--- src/rtl/pwm_sampler_mc.sv ---
// Multi-channel PWM audio sampler: frame FIFO feeding per-channel edge/center-aligned PWM,
// one frame consumed per sample period, codes swapped only on PWM window boundaries.
module pwm_sampler_mc #(
  parameter int unsigned NUM_CH            = 2,
  parameter int unsigned CODE_WIDTH        = 10,
  parameter int unsigned CYCLES_PER_SAMPLE = 2500,
  parameter int unsigned FIFO_DEPTH        = 4
) (
  input  logic                           clk,
  input  logic                           rst,
  input  logic                           enable,
  input  logic                           center_mode,
  input  logic                           in_valid,
  input  logic [NUM_CH*CODE_WIDTH-1:0]   in_data,
  output logic                           in_ready,
  input  logic                           underflow_clr,
  output logic [NUM_CH-1:0]              pwm_out,
  output logic                           sample_tick,
  output logic                           underflow,
  output logic [$clog2(FIFO_DEPTH):0]    fifo_count
);

  localparam int unsigned FrameW = NUM_CH * CODE_WIDTH;
  localparam int unsigned PtrW   = (FIFO_DEPTH > 1) ? $clog2(FIFO_DEPTH) : 1;
  localparam int unsigned CntW   = $clog2(FIFO_DEPTH) + 1;
  localparam int unsigned SampW  = (CYCLES_PER_SAMPLE > 1) ? $clog2(CYCLES_PER_SAMPLE) : 1;

  localparam logic [SampW-1:0]    SampLast = SampW'(CYCLES_PER_SAMPLE - 1);
  localparam logic [CntW-1:0]     CntFull  = CntW'(FIFO_DEPTH);
  localparam logic [CODE_WIDTH:0] WinSize  = {1'b1, {CODE_WIDTH{1'b0}}};

  logic [FrameW-1:0]     mem_q [FIFO_DEPTH];
  logic [PtrW-1:0]       wptr_q, rptr_q;
  logic [CntW-1:0]       count_q, count_d;
  logic                  rdy_en_q;
  logic [SampW-1:0]      samp_q, samp_d;
  logic [CODE_WIDTH-1:0] win_q, win_d;
  logic [FrameW-1:0]     pend_q, pend_d;
  logic [FrameW-1:0]     act_q, act_d;
  logic                  center_q, center_d;
  logic                  underflow_q, underflow_d;
  logic [NUM_CH-1:0]     pwm_q, pwm_d;
  logic                  push, pop, tick, win_last;

  // rdy_en_q keeps in_ready low until the first clock after reset release.
  assign in_ready = rdy_en_q && (count_q < CntFull);
  assign push     = in_valid && in_ready;
  assign tick     = enable && (samp_q == SampLast);
  assign pop      = tick && (count_q != '0);
  assign win_last = enable && (win_q == '1);

  always_comb begin
    count_d = count_q;
    unique case ({push, pop})
      2'b10:   count_d = count_q + CntW'(1);
      2'b01:   count_d = count_q - CntW'(1);
      default: count_d = count_q;
    endcase

    samp_d = '0;
    if (enable) begin
      samp_d = tick ? '0 : samp_q + SampW'(1);
    end
    win_d = enable ? win_q + CODE_WIDTH'(1) : '0;

    pend_d   = pop ? mem_q[rptr_q] : pend_q;
    act_d    = win_last ? pend_q : act_q;
    center_d = win_last ? center_mode : center_q;

    // A set in the same cycle as a clear takes priority.
    if (tick && (count_q == '0)) begin
      underflow_d = 1'b1;
    end else if (underflow_clr) begin
      underflow_d = 1'b0;
    end else begin
      underflow_d = underflow_q;
    end
  end

  for (genvar c = 0; c < NUM_CH; c++) begin : g_ch
    logic [CODE_WIDTH:0] code, win, lo, hi;
    assign code = {1'b0, act_q[c*CODE_WIDTH +: CODE_WIDTH]};
    assign win  = {1'b0, win_q};
    assign lo   = (WinSize - code) >> 1;
    assign hi   = lo + code;
    assign pwm_d[c] = enable && (center_q ? ((lo <= win) && (win < hi)) : (win < code));
  end

  always_ff @(posedge clk) begin
    if (push) begin
      mem_q[wptr_q] <= in_data;
    end
  end

  always_ff @(posedge clk or negedge rst) begin
    if (!rst) begin
      wptr_q      <= '0;
      rptr_q      <= '0;
      count_q     <= '0;
      rdy_en_q    <= 1'b0;
      samp_q      <= '0;
      win_q       <= '0;
      pend_q      <= '0;
      act_q       <= '0;
      center_q    <= 1'b0;
      underflow_q <= 1'b0;
      pwm_q       <= '0;
    end else begin
      if (push) begin
        wptr_q <= wptr_q + PtrW'(1);
      end
      if (pop) begin
        rptr_q <= rptr_q + PtrW'(1);
      end
      count_q     <= count_d;
      rdy_en_q    <= 1'b1;
      samp_q      <= samp_d;
      win_q       <= win_d;
      pend_q      <= pend_d;
      act_q       <= act_d;
      center_q    <= center_d;
      underflow_q <= underflow_d;
      pwm_q       <= pwm_d;
    end
  end

  assign pwm_out     = pwm_q;
  assign sample_tick = tick;
  assign underflow   = underflow_q;
  assign fifo_count  = count_q;

endmodule
--- config.mk ---
export PLATFORM = sky130hd
export DESIGN_NAME = pwm_sampler_mc
export DESIGN_NICKNAME = d
export VERILOG_FILES = /design/src/rtl/pwm_sampler_mc.sv
export SDC_FILE = /design/constraint.sdc
export NUM_CORES = 1
export LEC_CHECK = 0
export CAP_MARGIN = 10
export CORE_MARGIN = 1.5
export CORE_UTILIZATION = 53
export DETAILED_ROUTE_END_ITERATION = 6
export PLACE_DENSITY = 0.83
export SLEW_MARGIN = 20
export SYNTH_ARGS = -nofsm -noshare
export SYNTH_HDL_FRONTEND = slang
export SYNTH_SLANG_ARGS = --single-unit
--- constraint.sdc ---
create_clock -name clk -period 4.4 [get_ports clk]
set_clock_uncertainty 0.2 [all_clocks]
set_input_delay 1.32 -clock clk [delete_from_list [all_inputs] [get_ports clk]]
set_output_delay 1.32 -clock clk [all_outputs]
set_load 0.01 [all_outputs]
==> metrics.log <==
[metrics] footprint of the multi-input gates: 4034 um2
[metrics] Mean Syn Cell Area: 12.84 um2
[metrics] vertical die dimension: 129.7 um
[metrics] run status: finished clean
[metrics] yosys warns: 0
[metrics] number of maximum-capacitance violations: 0
[metrics] clock tree from TritonCTS: built
[metrics] flop2flop setup slack: 0.27 ns
[metrics] clock root buffer: sky130_fd_sc_hd__clkbuf_16
[metrics] largest net degree at the start of global routing: 75
[metrics] GR Util All Layers: 0.2197
[metrics] first-pass iteration count of the detailed router: 5
[metrics] proportion of netlist area held by the largest area contributor: 0.2825
[metrics] cells taking the most area after synthesis: sky130_fd_sc_hd__edfxtp_1, sky130_fd_sc_hd__dfrtp_1, sky130_fd_sc_hd__ha_1, sky130_fd_sc_hd__mux4_2, sky130_fd_sc_hd__xnor2_1
[metrics] number of design-rule violations left by the first detailed-router iteration: 329
[metrics] post-route DRC violation count: 0
[metrics] Required @ worst endpoint: 2.88 ns
[metrics] total congestion overflow after global routing: 0
[metrics] startpoint of the most critical register-to-register path: act_q[1]
[metrics] wire length of the first global-routing pass: 28120 um
[metrics] count of mapped cells out of synthesis: 662
[metrics] hold violation count in the final report: 0
[metrics] Post-synth top cells: sky130_fd_sc_hd__ha_1, sky130_fd_sc_hd__edfxtp_1, sky130_fd_sc_hd__dfrtp_1
[metrics] final clock period utilization by the worst path: 0.9820
[metrics] width of the die: 129.7 um
[metrics] Vias per Instance: 5.713
[metrics] count of cells along the worst hold path: 1
[metrics] Worst-Margin Slew: 1.036 ns
[metrics] average routed wire per standard cell: 17.88 um
[metrics] logic depth of the worst register-to-register path: 17
[metrics] Vias: 5370
[metrics] area growth from synthesis to layout: 14.32%
[metrics] vias in the first global route: 5644
[metrics] count of buffers from port buffering: 33
[metrics] post-route insts no fill: 940
[metrics] arrival time at the worst endpoint: 2.80 ns
[metrics] most used standard cell by instance count after synthesis: sky130_fd_sc_hd__ha_1
[metrics] last weighted congestion value of the routability-driven placer: 0.8848
[metrics] worst supply voltage drop on vdd: 0.3406 mV
[metrics] overall power: 3.464 mW
[metrics] Max transition margin: 0.3095
[metrics] Placement Cell Area: 9082 um2
[metrics] worst hold-check path type: reg2reg
[metrics] EDFF count, synth: 80
[metrics] number of cells after detailed placement: 908
[metrics] CTS Buf Count: 17
[metrics] total standard cell area after synthesis: 8503 um2
[metrics] startpoint type of the worst setup path: input port
[metrics] endpoint of the worst hold-timing path: act_q[12]
[metrics] Skew-Pair Late Insertion Delay: 0.43 ns
[metrics] fraction of final layout cells sized beyond drive strength 1: 0.1602
[metrics] number of buffers added for setup after CTS: 0
[metrics] final-stage net count: 827
[metrics] Crit Path Category: in2out
[metrics] critical-path maximum fanout: 2
[metrics] pre-CTS setup slack: 0.08990 ns
[metrics] Worst Min Path Start: pend_q[12]
[metrics] Cell Rows: 46
[metrics] Bufs on Longest Clock Path: 2
[metrics] leading area contributor after synthesis: sky130_fd_sc_hd__edfxtp_1
[metrics] count of pins on the block boundary: 34
[metrics] total negative setup slack: 0 ns
[metrics] Clock Pin Slew Worst Setup and Hold Paths: 0.06 ns
[metrics] antenna viol nets, final: 0
[metrics] area of the die: 16810 um2
[metrics] filler instances: 1177
[metrics] Unique masters post-synth: 50
[metrics] number of antenna violations at the first check in global routing: 0
[metrics] capturing point of the worst reg2reg path: pwm_out[0]
[metrics] proportion of register bits with asynchronous set or reset after synthesis: 0.4805
[metrics] fin util: 0.6164
[metrics] number of nets in the synthesized netlist: 778
[metrics] Max Clk Rate: 0.2314 GHz
[metrics] clock sink count: 154
[metrics] prevailing post-synth register cell: sky130_fd_sc_hd__edfxtp_1
[metrics] # H-tree levels: 4
[metrics] post-layout worst setup margin: 0.07916 ns
[metrics] post-route cell area: 9721 um2
[metrics] number of endpoints failing setup at the final stage: 0
[metrics] crit path capture type: primary output
[metrics] starting density of the core: 0.5392
[metrics] number of flip-flops and latches in the synthesized netlist: 154
[metrics] antenna cells: 0
[metrics] Final Max Slew Viols: 0
[metrics] Routed WL: 16810 um
[metrics] Power per Cell Area: 356.4 nW/um2
[metrics] RSZ-0062 raised after global routing: false
[metrics] leakage dissipation: 4.115 nW
[metrics] share of synthesized area occupied by flip-flops and latches: 0.5003
[metrics] final-layout worst hold slack: 0.3013 ns
[metrics] core area: 15770 um2
[metrics] post-route minimum period: 4.321 ns
[metrics] Sequential cell area: 4254 um2
[metrics] total half-perimeter wirelength after legalization and detailed placement: 11630 um
-- state kept, by name (all words and copies together), names as in the netlist --
signal,cells
mem_q,80
act_q,20
pend_q,20
samp_q,12
win_q,10
fifo_count,3
pwm_out,2
rptr_q,2
wptr_q,2
center_q,1
rdy_en_q,1
underflow,1
-- per-layer routing --
layer	part of all wire	track usage	vias to the layer above
li1	-	-	2550
met1	0.43	0.2758	2654
met3	0.040	0.03757	35
met4	0.022	0.08758	0
met5	0	0	-
met2	0.51	0.3800	131
-- critical path: stages --
cell	delay [ns]
sky130_fd_sc_hd__clkdlybuf4s50_1	0.49
sky130_fd_sc_hd__nand2_1	0.08
sky130_fd_sc_hd__nor4_2	0.14
sky130_fd_sc_hd__nand2_1	0.13
sky130_fd_sc_hd__inv_1	0.10
sky130_fd_sc_hd__clkdlybuf4s50_1	0.54
-- power breakdown --
group,switching (mW),internal [mW]
combinational,0.162,0.132
clock,0.594,0.915
sequential,0.0472,1.61
-- cell type report --
class,instances,share of cell area
timing repair buffer,41,0.03990
tap,216,0.02780
sequential,154,0.4376
clock inverter,12,0.01673
multi-input combinational,453,0.4150
inverter,44,0.01699
clock buffer,20,0.04595
-- logic make-up after synthesis --
family / count (synthesis) / synth area share
AND/OR/NAND/NOR: 150 / 0.09212
other: 1 / 0.0004410
buffers and inverters: 55 / 0.02899
multiplexers: 62 / 0.1174
adder cells (fa/ha/maj): 90 / 0.1342
XOR/XNOR: 54 / 0.05562
flip-flops: 154 / 0.5003
AO/OA/AOI/OAI: 96 / 0.07093
-- repair_timing --
item | 4_1_cts | 5_1_grt
hold buffers | 0 | 0
endpoints found under the setup margin | 0 | 2
resized for setup | 0 | 5
-- cell usage in the layout (no fill, tap or decap), types with 19 or more instances in the layout --
master and instances:
sky130_fd_sc_hd__a21oi_1 27, sky130_fd_sc_hd__clkdlybuf4s50_1 32, sky130_fd_sc_hd__dfrtp_1 74, sky130_fd_sc_hd__edfxtp_1 80
sky130_fd_sc_hd__ha_1 87, sky130_fd_sc_hd__inv_1 42, sky130_fd_sc_hd__mux2_2 22, sky130_fd_sc_hd__mux2_4 20
sky130_fd_sc_hd__mux4_2 20, sky130_fd_sc_hd__nand2_1 28, sky130_fd_sc_hd__nor2_1 30, sky130_fd_sc_hd__o21ai_0 24
sky130_fd_sc_hd__xnor2_1 35, sky130_fd_sc_hd__xor2_1 19
-- worst max path at each step --
stage	cells after the start	slack, ns	startpoint	end
after floorplan	17	0.62	act_q[2]	pwm_out[0]
after global routing	6	0.02	enable	sample_tick
final	6	0.08	enable	sample_tick
after global placement	6	0.03	enable	sample_tick
after CTS	6	0.07	enable	sample_tick
after detailed placement	6	0.09	enable	sample_tick
(Power assumes the default switching activity.)
